==> src/rtl/internal_ram_arbiter_if.sv <==
// Bundle of the two requester ports, the RAM port and the ROM-violation
// status of internal_ram_arbiter. The arbiter uses the slave view; the
// requesters together with the RAM macro use the master view.
interface internal_ram_arbiter_if #(
   parameter int unsigned ERR_CNT_W = 8
);
   // port A (CPU instruction/data bus)
   logic                 a_cmd_valid;
   logic                 a_cmd_ready;
   logic                 a_cmd_wr;
   logic [11:0]          a_cmd_addr;
   logic [3:0]           a_cmd_mask;
   logic [31:0]          a_cmd_data;
   logic                 a_rsp_valid;
   logic [31:0]          a_rsp_data;

   // port B (debug/DMA loader)
   logic                 b_cmd_valid;
   logic                 b_cmd_ready;
   logic                 b_cmd_wr;
   logic [11:0]          b_cmd_addr;
   logic [3:0]           b_cmd_mask;
   logic [31:0]          b_cmd_data;
   logic                 b_rsp_valid;
   logic [31:0]          b_rsp_data;

   // single-port RAM
   logic                 ram_en;
   logic                 ram_wr;
   logic [11:0]          ram_addr;
   logic [3:0]           ram_mask;
   logic [31:0]          ram_wrData;
   logic [31:0]          ram_rdData;

   // ROM write protection status
   logic                 rom_wr_err;
   logic [ERR_CNT_W-1:0] rom_wr_err_cnt;

   modport slave (
      input  a_cmd_valid, a_cmd_wr, a_cmd_addr, a_cmd_mask, a_cmd_data,
      output a_cmd_ready, a_rsp_valid, a_rsp_data,
      input  b_cmd_valid, b_cmd_wr, b_cmd_addr, b_cmd_mask, b_cmd_data,
      output b_cmd_ready, b_rsp_valid, b_rsp_data,
      output ram_en, ram_wr, ram_addr, ram_mask, ram_wrData,
      input  ram_rdData,
      output rom_wr_err, rom_wr_err_cnt
   );

   modport master (
      output a_cmd_valid, a_cmd_wr, a_cmd_addr, a_cmd_mask, a_cmd_data,
      input  a_cmd_ready, a_rsp_valid, a_rsp_data,
      output b_cmd_valid, b_cmd_wr, b_cmd_addr, b_cmd_mask, b_cmd_data,
      input  b_cmd_ready, b_rsp_valid, b_rsp_data,
      input  ram_en, ram_wr, ram_addr, ram_mask, ram_wrData,
      output ram_rdData,
      input  rom_wr_err, rom_wr_err_cnt
   );
endinterface

==> src/rtl/internal_ram_arbiter.sv <==
// Round-robin arbiter sharing the single-port 4096x32 internal RAM between
// port A (CPU) and port B (debug/DMA). One command per cycle reaches the RAM.
// Writes into the low ROM_WORDS words handshake but are dropped and counted.
// A read of the word written in the previous cycle is held back one cycle so
// it never observes pre-write data. Read data is routed back, unregistered,
// to the port that issued the read.
module internal_ram_arbiter #(
   parameter int unsigned ROM_WORDS = 1024,
   parameter int unsigned ERR_CNT_W = 8
) (
   input  logic                  clk,
   input  logic                  reset_n,
   internal_ram_arbiter_if.slave arb
);

   typedef enum logic {
      GNT_A = 1'b0,
      GNT_B = 1'b1
   } grant_e;

   // 13 bits so ROM_WORDS = 4096 (whole RAM read-only) stays representable
   localparam logic [12:0] ROM_LIMIT = 13'(ROM_WORDS);

   // state
   grant_e               last_grant_q, last_grant_d;
   logic                 prev_wr_q,    prev_wr_d;
   logic [11:0]          prev_addr_q,  prev_addr_d;
   logic                 pend_a_q,     pend_a_d;
   logic                 pend_b_q,     pend_b_d;
   logic [ERR_CNT_W-1:0] err_cnt_q,    err_cnt_d;

   // arbitration
   logic        any_valid;
   logic        sel_a;
   logic        win_wr;
   logic [11:0] win_addr;
   logic [3:0]  win_mask;
   logic [31:0] win_data;
   logic        in_rom;
   logic        hazard;
   logic        grant;
   logic        eff_wr;
   logic        rom_err;

   // Pick the would-be winner, then veto it on a write-then-read hazard.
   // reset_n gates the grant so no handshake is offered while in reset.
   always_comb begin
      any_valid = arb.a_cmd_valid | arb.b_cmd_valid;
      sel_a     = 1'b0;
      if (arb.a_cmd_valid && arb.b_cmd_valid) begin
         sel_a = (last_grant_q == GNT_B);
      end else begin
         sel_a = arb.a_cmd_valid;
      end

      win_wr   = sel_a ? arb.a_cmd_wr   : arb.b_cmd_wr;
      win_addr = sel_a ? arb.a_cmd_addr : arb.b_cmd_addr;
      win_mask = sel_a ? arb.a_cmd_mask : arb.b_cmd_mask;
      win_data = sel_a ? arb.a_cmd_data : arb.b_cmd_data;

      in_rom  = ({1'b0, win_addr} < ROM_LIMIT);
      hazard  = prev_wr_q & ~win_wr & (win_addr == prev_addr_q);
      grant   = reset_n & any_valid & ~hazard;
      eff_wr  = grant & win_wr & ~in_rom;
      rom_err = grant & win_wr & in_rom;
   end

   // Next-state values for grant history, hazard tracking, read routing and
   // the saturating ROM-violation counter.
   always_comb begin
      last_grant_d = last_grant_q;
      if (grant) begin
         last_grant_d = sel_a ? GNT_A : GNT_B;
      end

      // only writes that really reach the RAM can create a hazard
      prev_wr_d   = eff_wr;
      prev_addr_d = win_addr;

      pend_a_d = grant &  sel_a & ~win_wr;
      pend_b_d = grant & ~sel_a & ~win_wr;

      err_cnt_d = err_cnt_q;
      if (rom_err && (err_cnt_q != '1)) begin
         err_cnt_d = err_cnt_q + ERR_CNT_W'(1);
      end
   end

   // State registers; reset discards any in-flight read response.
   always_ff @(posedge clk or negedge reset_n) begin
      if (!reset_n) begin
         last_grant_q <= GNT_B;
         prev_wr_q    <= 1'b0;
         prev_addr_q  <= '0;
         pend_a_q     <= 1'b0;
         pend_b_q     <= 1'b0;
         err_cnt_q    <= '0;
      end else begin
         last_grant_q <= last_grant_d;
         prev_wr_q    <= prev_wr_d;
         prev_addr_q  <= prev_addr_d;
         pend_a_q     <= pend_a_d;
         pend_b_q     <= pend_b_d;
         err_cnt_q    <= err_cnt_d;
      end
   end

   // handshakes
   assign arb.a_cmd_ready = grant &  sel_a;
   assign arb.b_cmd_ready = grant & ~sel_a;

   // RAM command; address/mask/data forced to zero when idle
   assign arb.ram_en     = grant;
   assign arb.ram_wr     = eff_wr;
   assign arb.ram_addr   = grant ? win_addr : '0;
   assign arb.ram_mask   = grant ? win_mask : '0;
   assign arb.ram_wrData = grant ? win_data : '0;

   // read responses: RAM output passes straight through to the pending port
   assign arb.a_rsp_valid = pend_a_q;
   assign arb.b_rsp_valid = pend_b_q;
   assign arb.a_rsp_data  = pend_a_q ? arb.ram_rdData : '0;
   assign arb.b_rsp_data  = pend_b_q ? arb.ram_rdData : '0;

   // ROM protection status
   assign arb.rom_wr_err     = rom_err;
   assign arb.rom_wr_err_cnt = err_cnt_q;

endmodule

==> src/flat_wrapper.sv <==
// flat-port wrapper written by rule: the top's interface ports become plain ports
module internal_ram_arbiter_flat 
#(
   parameter int unsigned ROM_WORDS = 1024,
   parameter int unsigned ERR_CNT_W = 8
)
  (clk, reset_n, arb_a_cmd_valid, arb_a_cmd_wr, arb_a_cmd_addr, arb_a_cmd_mask, arb_a_cmd_data, arb_a_cmd_ready, arb_a_rsp_valid, arb_a_rsp_data, arb_b_cmd_valid, arb_b_cmd_wr, arb_b_cmd_addr, arb_b_cmd_mask, arb_b_cmd_data, arb_b_cmd_ready, arb_b_rsp_valid, arb_b_rsp_data, arb_ram_en, arb_ram_wr, arb_ram_addr, arb_ram_mask, arb_ram_wrData, arb_ram_rdData, arb_rom_wr_err, arb_rom_wr_err_cnt);
  internal_ram_arbiter_if #(.ERR_CNT_W(ERR_CNT_W)) arb_i ();
  input  logic clk;
  input  logic reset_n;
  input wire logic [$bits(arb_i.a_cmd_valid)-1:0] arb_a_cmd_valid;
  input wire logic [$bits(arb_i.a_cmd_wr)-1:0] arb_a_cmd_wr;
  input wire logic [$bits(arb_i.a_cmd_addr)-1:0] arb_a_cmd_addr;
  input wire logic [$bits(arb_i.a_cmd_mask)-1:0] arb_a_cmd_mask;
  input wire logic [$bits(arb_i.a_cmd_data)-1:0] arb_a_cmd_data;
  output wire logic [$bits(arb_i.a_cmd_ready)-1:0] arb_a_cmd_ready;
  output wire logic [$bits(arb_i.a_rsp_valid)-1:0] arb_a_rsp_valid;
  output wire logic [$bits(arb_i.a_rsp_data)-1:0] arb_a_rsp_data;
  input wire logic [$bits(arb_i.b_cmd_valid)-1:0] arb_b_cmd_valid;
  input wire logic [$bits(arb_i.b_cmd_wr)-1:0] arb_b_cmd_wr;
  input wire logic [$bits(arb_i.b_cmd_addr)-1:0] arb_b_cmd_addr;
  input wire logic [$bits(arb_i.b_cmd_mask)-1:0] arb_b_cmd_mask;
  input wire logic [$bits(arb_i.b_cmd_data)-1:0] arb_b_cmd_data;
  output wire logic [$bits(arb_i.b_cmd_ready)-1:0] arb_b_cmd_ready;
  output wire logic [$bits(arb_i.b_rsp_valid)-1:0] arb_b_rsp_valid;
  output wire logic [$bits(arb_i.b_rsp_data)-1:0] arb_b_rsp_data;
  output wire logic [$bits(arb_i.ram_en)-1:0] arb_ram_en;
  output wire logic [$bits(arb_i.ram_wr)-1:0] arb_ram_wr;
  output wire logic [$bits(arb_i.ram_addr)-1:0] arb_ram_addr;
  output wire logic [$bits(arb_i.ram_mask)-1:0] arb_ram_mask;
  output wire logic [$bits(arb_i.ram_wrData)-1:0] arb_ram_wrData;
  input wire logic [$bits(arb_i.ram_rdData)-1:0] arb_ram_rdData;
  output wire logic [$bits(arb_i.rom_wr_err)-1:0] arb_rom_wr_err;
  output wire logic [$bits(arb_i.rom_wr_err_cnt)-1:0] arb_rom_wr_err_cnt;
  assign arb_i.a_cmd_valid = arb_a_cmd_valid;
  assign arb_i.a_cmd_wr = arb_a_cmd_wr;
  assign arb_i.a_cmd_addr = arb_a_cmd_addr;
  assign arb_i.a_cmd_mask = arb_a_cmd_mask;
  assign arb_i.a_cmd_data = arb_a_cmd_data;
  assign arb_a_cmd_ready = arb_i.a_cmd_ready;
  assign arb_a_rsp_valid = arb_i.a_rsp_valid;
  assign arb_a_rsp_data = arb_i.a_rsp_data;
  assign arb_i.b_cmd_valid = arb_b_cmd_valid;
  assign arb_i.b_cmd_wr = arb_b_cmd_wr;
  assign arb_i.b_cmd_addr = arb_b_cmd_addr;
  assign arb_i.b_cmd_mask = arb_b_cmd_mask;
  assign arb_i.b_cmd_data = arb_b_cmd_data;
  assign arb_b_cmd_ready = arb_i.b_cmd_ready;
  assign arb_b_rsp_valid = arb_i.b_rsp_valid;
  assign arb_b_rsp_data = arb_i.b_rsp_data;
  assign arb_ram_en = arb_i.ram_en;
  assign arb_ram_wr = arb_i.ram_wr;
  assign arb_ram_addr = arb_i.ram_addr;
  assign arb_ram_mask = arb_i.ram_mask;
  assign arb_ram_wrData = arb_i.ram_wrData;
  assign arb_i.ram_rdData = arb_ram_rdData;
  assign arb_rom_wr_err = arb_i.rom_wr_err;
  assign arb_rom_wr_err_cnt = arb_i.rom_wr_err_cnt;
  internal_ram_arbiter #(.ROM_WORDS(ROM_WORDS), .ERR_CNT_W(ERR_CNT_W)) u_core (.clk(clk), .reset_n(reset_n), .arb(arb_i));
endmodule
==> config.mk <==
export PLATFORM = sky130hd
export DESIGN_NAME = internal_ram_arbiter_flat
export DESIGN_NICKNAME = d
export VERILOG_FILES = /design/src/rtl/internal_ram_arbiter_if.sv /design/src/rtl/internal_ram_arbiter.sv /design/src/flat_wrapper.sv
export SDC_FILE = /design/constraint.sdc
export NUM_CORES = 1
export LEC_CHECK = 0
export BUFFER_PORTS_ARGS = -buffer_cell sky130_fd_sc_hd__buf_2
export CORE_AREA = 2 2 101 103
export DETAILED_ROUTE_END_ITERATION = 8
export DIE_AREA = 0 0 103 105
export HOLD_SLACK_MARGIN = 0.12
export SLEW_MARGIN = 20
export SYNTH_ARGS = -nofsm -noshare
export SYNTH_HDL_FRONTEND = slang
export SYNTH_SLANG_ARGS = --single-unit
==> constraint.sdc <==
create_clock -name clk -period 7.5 [get_ports clk]
set_clock_uncertainty 0.2 [all_clocks]
set_input_delay 1.5 -clock clk [delete_from_list [all_inputs] [get_ports clk]]
set_output_delay 1.5 -clock clk [all_outputs]
set_load 0.005 [all_outputs]
==> impl_metrics.json <==
{
  "p_leak_nw": 2.302,
  "io_pins": 261,
  "die_height_um": 105,
  "dpl.hpwl_um": 8842,
  "clock_latency_ns": 0.27,
  "grt_setup_unrepaired": "no",
  "drive_gt1_frac": 0.4672,
  "yosys-top-cells-area": "dfrtp_1, and2_1, nand2_1",
  "setup-violations-final": 0,
  "yosysWarnings": 0,
  "cpMostUsedCell": "buf_2",
  "ys_ff_latch": 24,
  "grt_max_degree": 54,
  "cts_setup_buffers": 0,
  "max_freq_mhz": 174.8,
  "fin_crit_sh": 0.7627,
  "async_flop_share": 1.000,
  "htreeDepth": 1,
  "gp_congestion": 0.8199,
  "fin_area_um2": 3839,
  "fin_nets": 731,
  "numCtsBuffers": 3,
  "timing.rr.start": "u_core.last_grant_q$_DFFE_PN1P_",
  "start_kind": "input port",
  "syn_nets": 486,
  "crit_path_end_kind": "output port",
  "place_area_um2": 3757,
  "ctsHoldBuffers": 0,
  "relSlewSlack": 0.3142,
  "reg2reg_depth": 7,
  "synth_area_um2": 2392,
  "dp_cells": 724,
  "postSynthCellCount": 351,
  "critical_path_class": "input port to output port",
  "drtAntennaViolNets": 0,
  "power_mw": 0.4856,
  "max_cap_violations": 0,
  "yosysUniqueCellTypes": 34,
  "stdcell_count": 732,
  "port_buffers": 260,
  "p_per_area_nw_per_um2": 126.5,
  "cts_tree": "built",
  "drt-total-wl_um": 10600,
  "cts.reportedPaths.clkPinSlew_ns": 0.10,
  "cp_slowest_stage_delay_ns": 0.83,
  "overflow": 0,
  "required_ns": 5.80,
  "cts_resized": 0,
  "finalHoldViolCount": 0,
  "tightest_slew_ns": 1.029,
  "antenna_found_initial": 4,
  "syn_to_final_growth_pct": 60.46,
  "outcome": "completed",
  "clockBufferDepth": 2,
  "num_vias": 3288,
  "hold_end": "u_core.arb.rom_wr_err_cnt[7]$_DFFE_PN0P_",
  "clock_sinks": 24,
  "core_area_um2": 9639,
  "period_minus_slack_ns": 5.720,
  "slew_viol_final": 0,
  "dr.pass1.iters": 4,
  "die_w_um": 103,
  "root_buffer": "clkbuf_8",
  "die_area_um2": 10820,
  "worst_path_max_delay_cell": "and2_2",
  "r2r-end": "u_core.last_grant_q$_DFFE_PN1P_",
  "core.rowCount": 36,
  "worstHoldPathType": "register to register",
  "synth.avg_cell_area_um2": 6.816,
  "synth_top_cell_area_share": 0.2406,
  "yosysTopAreaCell": "dfrtp_1",
  "critical_path.cell_chain": "buf_2, nand2b_4, and2_2, mux2i_1, o221ai_1, o31ai_4, buf_4, a21oi_1, buf_2",
  "synth_edf_count": 0,
  "grt_pass1_vias": 2997,
  "grt.total_usage": 0.1791,
  "ys_seq_area_frac": 0.2516,
  "drtIter0Drc": 108,
  "viasPerCell": 4.492,
  "synth_ff_type": "dfrtp_1",
  "netlist_top_cells_count": "nand2_1, and2_1, a21oi_1",
  "start_util": 0.2482,
  "min_from": "u_core.arb.rom_wr_err_cnt[7]$_DFFE_PN0P_",
  "path_max_fanout": 53,
  "grt_pass1_wl_um": 15170,
  "hold_depth": 1,
  "critPathArrivalTime_ns": 4.02,
  "wire_per_inst_um": 14.48,
  "peakVddDrop_uv": 70.26,
  "rrSetupSlack_ns": 4.19,
  "synth.most_common_cell": "nand2_1",
  "setup_tns_ns": 0,
  "drc_errors": 0
}
==> layer usage <==
layer | part of all wire | track usage | routed length [µm] | vias up
met1 | 0.36 | 0.1878 | 3864 | 1476
li1 | - | - | - | 1622
met4 | 0.0072 | 0.04793 | 76 | 0
met2 | 0.55 | 0.3571 | 5807 | 186
met3 | 0.080 | 0.02475 | 852 | 4
met5 | 0 | 0 | 0 | -
==> worst max-delay path: cells and delay by family <==
family | cells | cell delay [ns]
buffers and inverters | 3 | 0.61
and+or+nand+nor | 2 | 0.91
muxes | 1 | 0.38
AOI/OAI and AO/OA | 3 | 0.59
==> area by class of cell <==
class                   instances  area [µm²]
fillers                      1072        5801
well taps                     133       166.4
clock buffers                   3       41.29
clock inverters                 1       30.03
flip-flops and latches         24       601.8
repair buffers                263        1324
diodes                          4       10.01
inverters                      13       48.80
multi-input cells             291        1617
==> flip-flops by register name, summed over array words and instances (netlist names) <==
register	cells
u_core.arb.a_rsp_valid	1
u_core.prev_wr_q	1
u_core.prev_addr_q	12
u_core.arb.rom_wr_err_cnt	8
u_core.last_grant_q	1
u_core.arb.b_rsp_valid	1
==> layout by cell type, fill, tap and decap left out, types with 2 or more instances in the layout <==
cell type	n
nor4_1	3
nor2b_1	3
mux2i_1	5
xor2_1	12
or2_2	3
nand4_1	3
o22ai_1	2
nand2_1	100
buf_4	3
mux2_2	2
and2_1	65
nor3_1	5
dfrtp_1	23
o221ai_1	3
diode_2	4
nor2_1	13
nand3b_1	2
nand3_1	4
a2111oi_0	2
nand2b_1	3
clkbuf_8	3
buf_2	260
o21ai_0	3
inv_1	13
a21oi_1	42
xnor2_1	7
==> cells by family (layout without fill, tap and decap cells) <==
family,after synthesis,count (layout),synth area share
buffers and inverters,36,280,0.07688
AND/OR/NAND/NOR,207,207,0.4263
AO/OA/AOI/OAI,57,57,0.1402
flip-flops,24,24,0.2516
multiplexers,7,7,0.03033
adder cells (fa/ha/maj),1,1,0.005229
XOR/XNOR,19,19,0.06956
other,0,4,0
==> where the power goes <==
part / switching (mW) / leakage, nW / internal (mW) / total [mW]
Sequential: 0.0224 / 0.295 / 0.148 / 0.171
Clock: 0.0457 / 0.0357 / 0.0714 / 0.117
Combinational: 0.103 / 1.97 / 0.0949 / 0.198
==> stage by stage <==
step	utilization	hold WS [ns]	worst slack (ns)
2_1_floorplan	-	0.2840	2.876
3_3_place_gp	0.3898	0.2744	1.766
3_5_place_dp	0.3898	0.2830	1.754
4_1_cts	0.3972	0.2990	1.750
5_1_grt	0.3982	0.3260	1.566
6_report	0.3982	0.2986	1.780
==> how the worst max path moves through the flow <==
stage	start	endpoint	slack (ns)	depth (start not counted)
floorplan	arb_b_cmd_valid	arb_ram_addr[6]	2.88	9
global placement	arb_b_cmd_valid	arb_ram_wrData[7]	1.77	9
detailed placement	arb_b_cmd_valid	arb_ram_wrData[7]	1.75	9
CTS	arb_b_cmd_valid	arb_ram_wrData[7]	1.75	9
global route	arb_b_cmd_valid	arb_ram_wrData[7]	1.57	9
finish	arb_b_cmd_valid	arb_ram_wrData[7]	1.78	9
No activity file was read; power rests on OpenSTA's default activity.
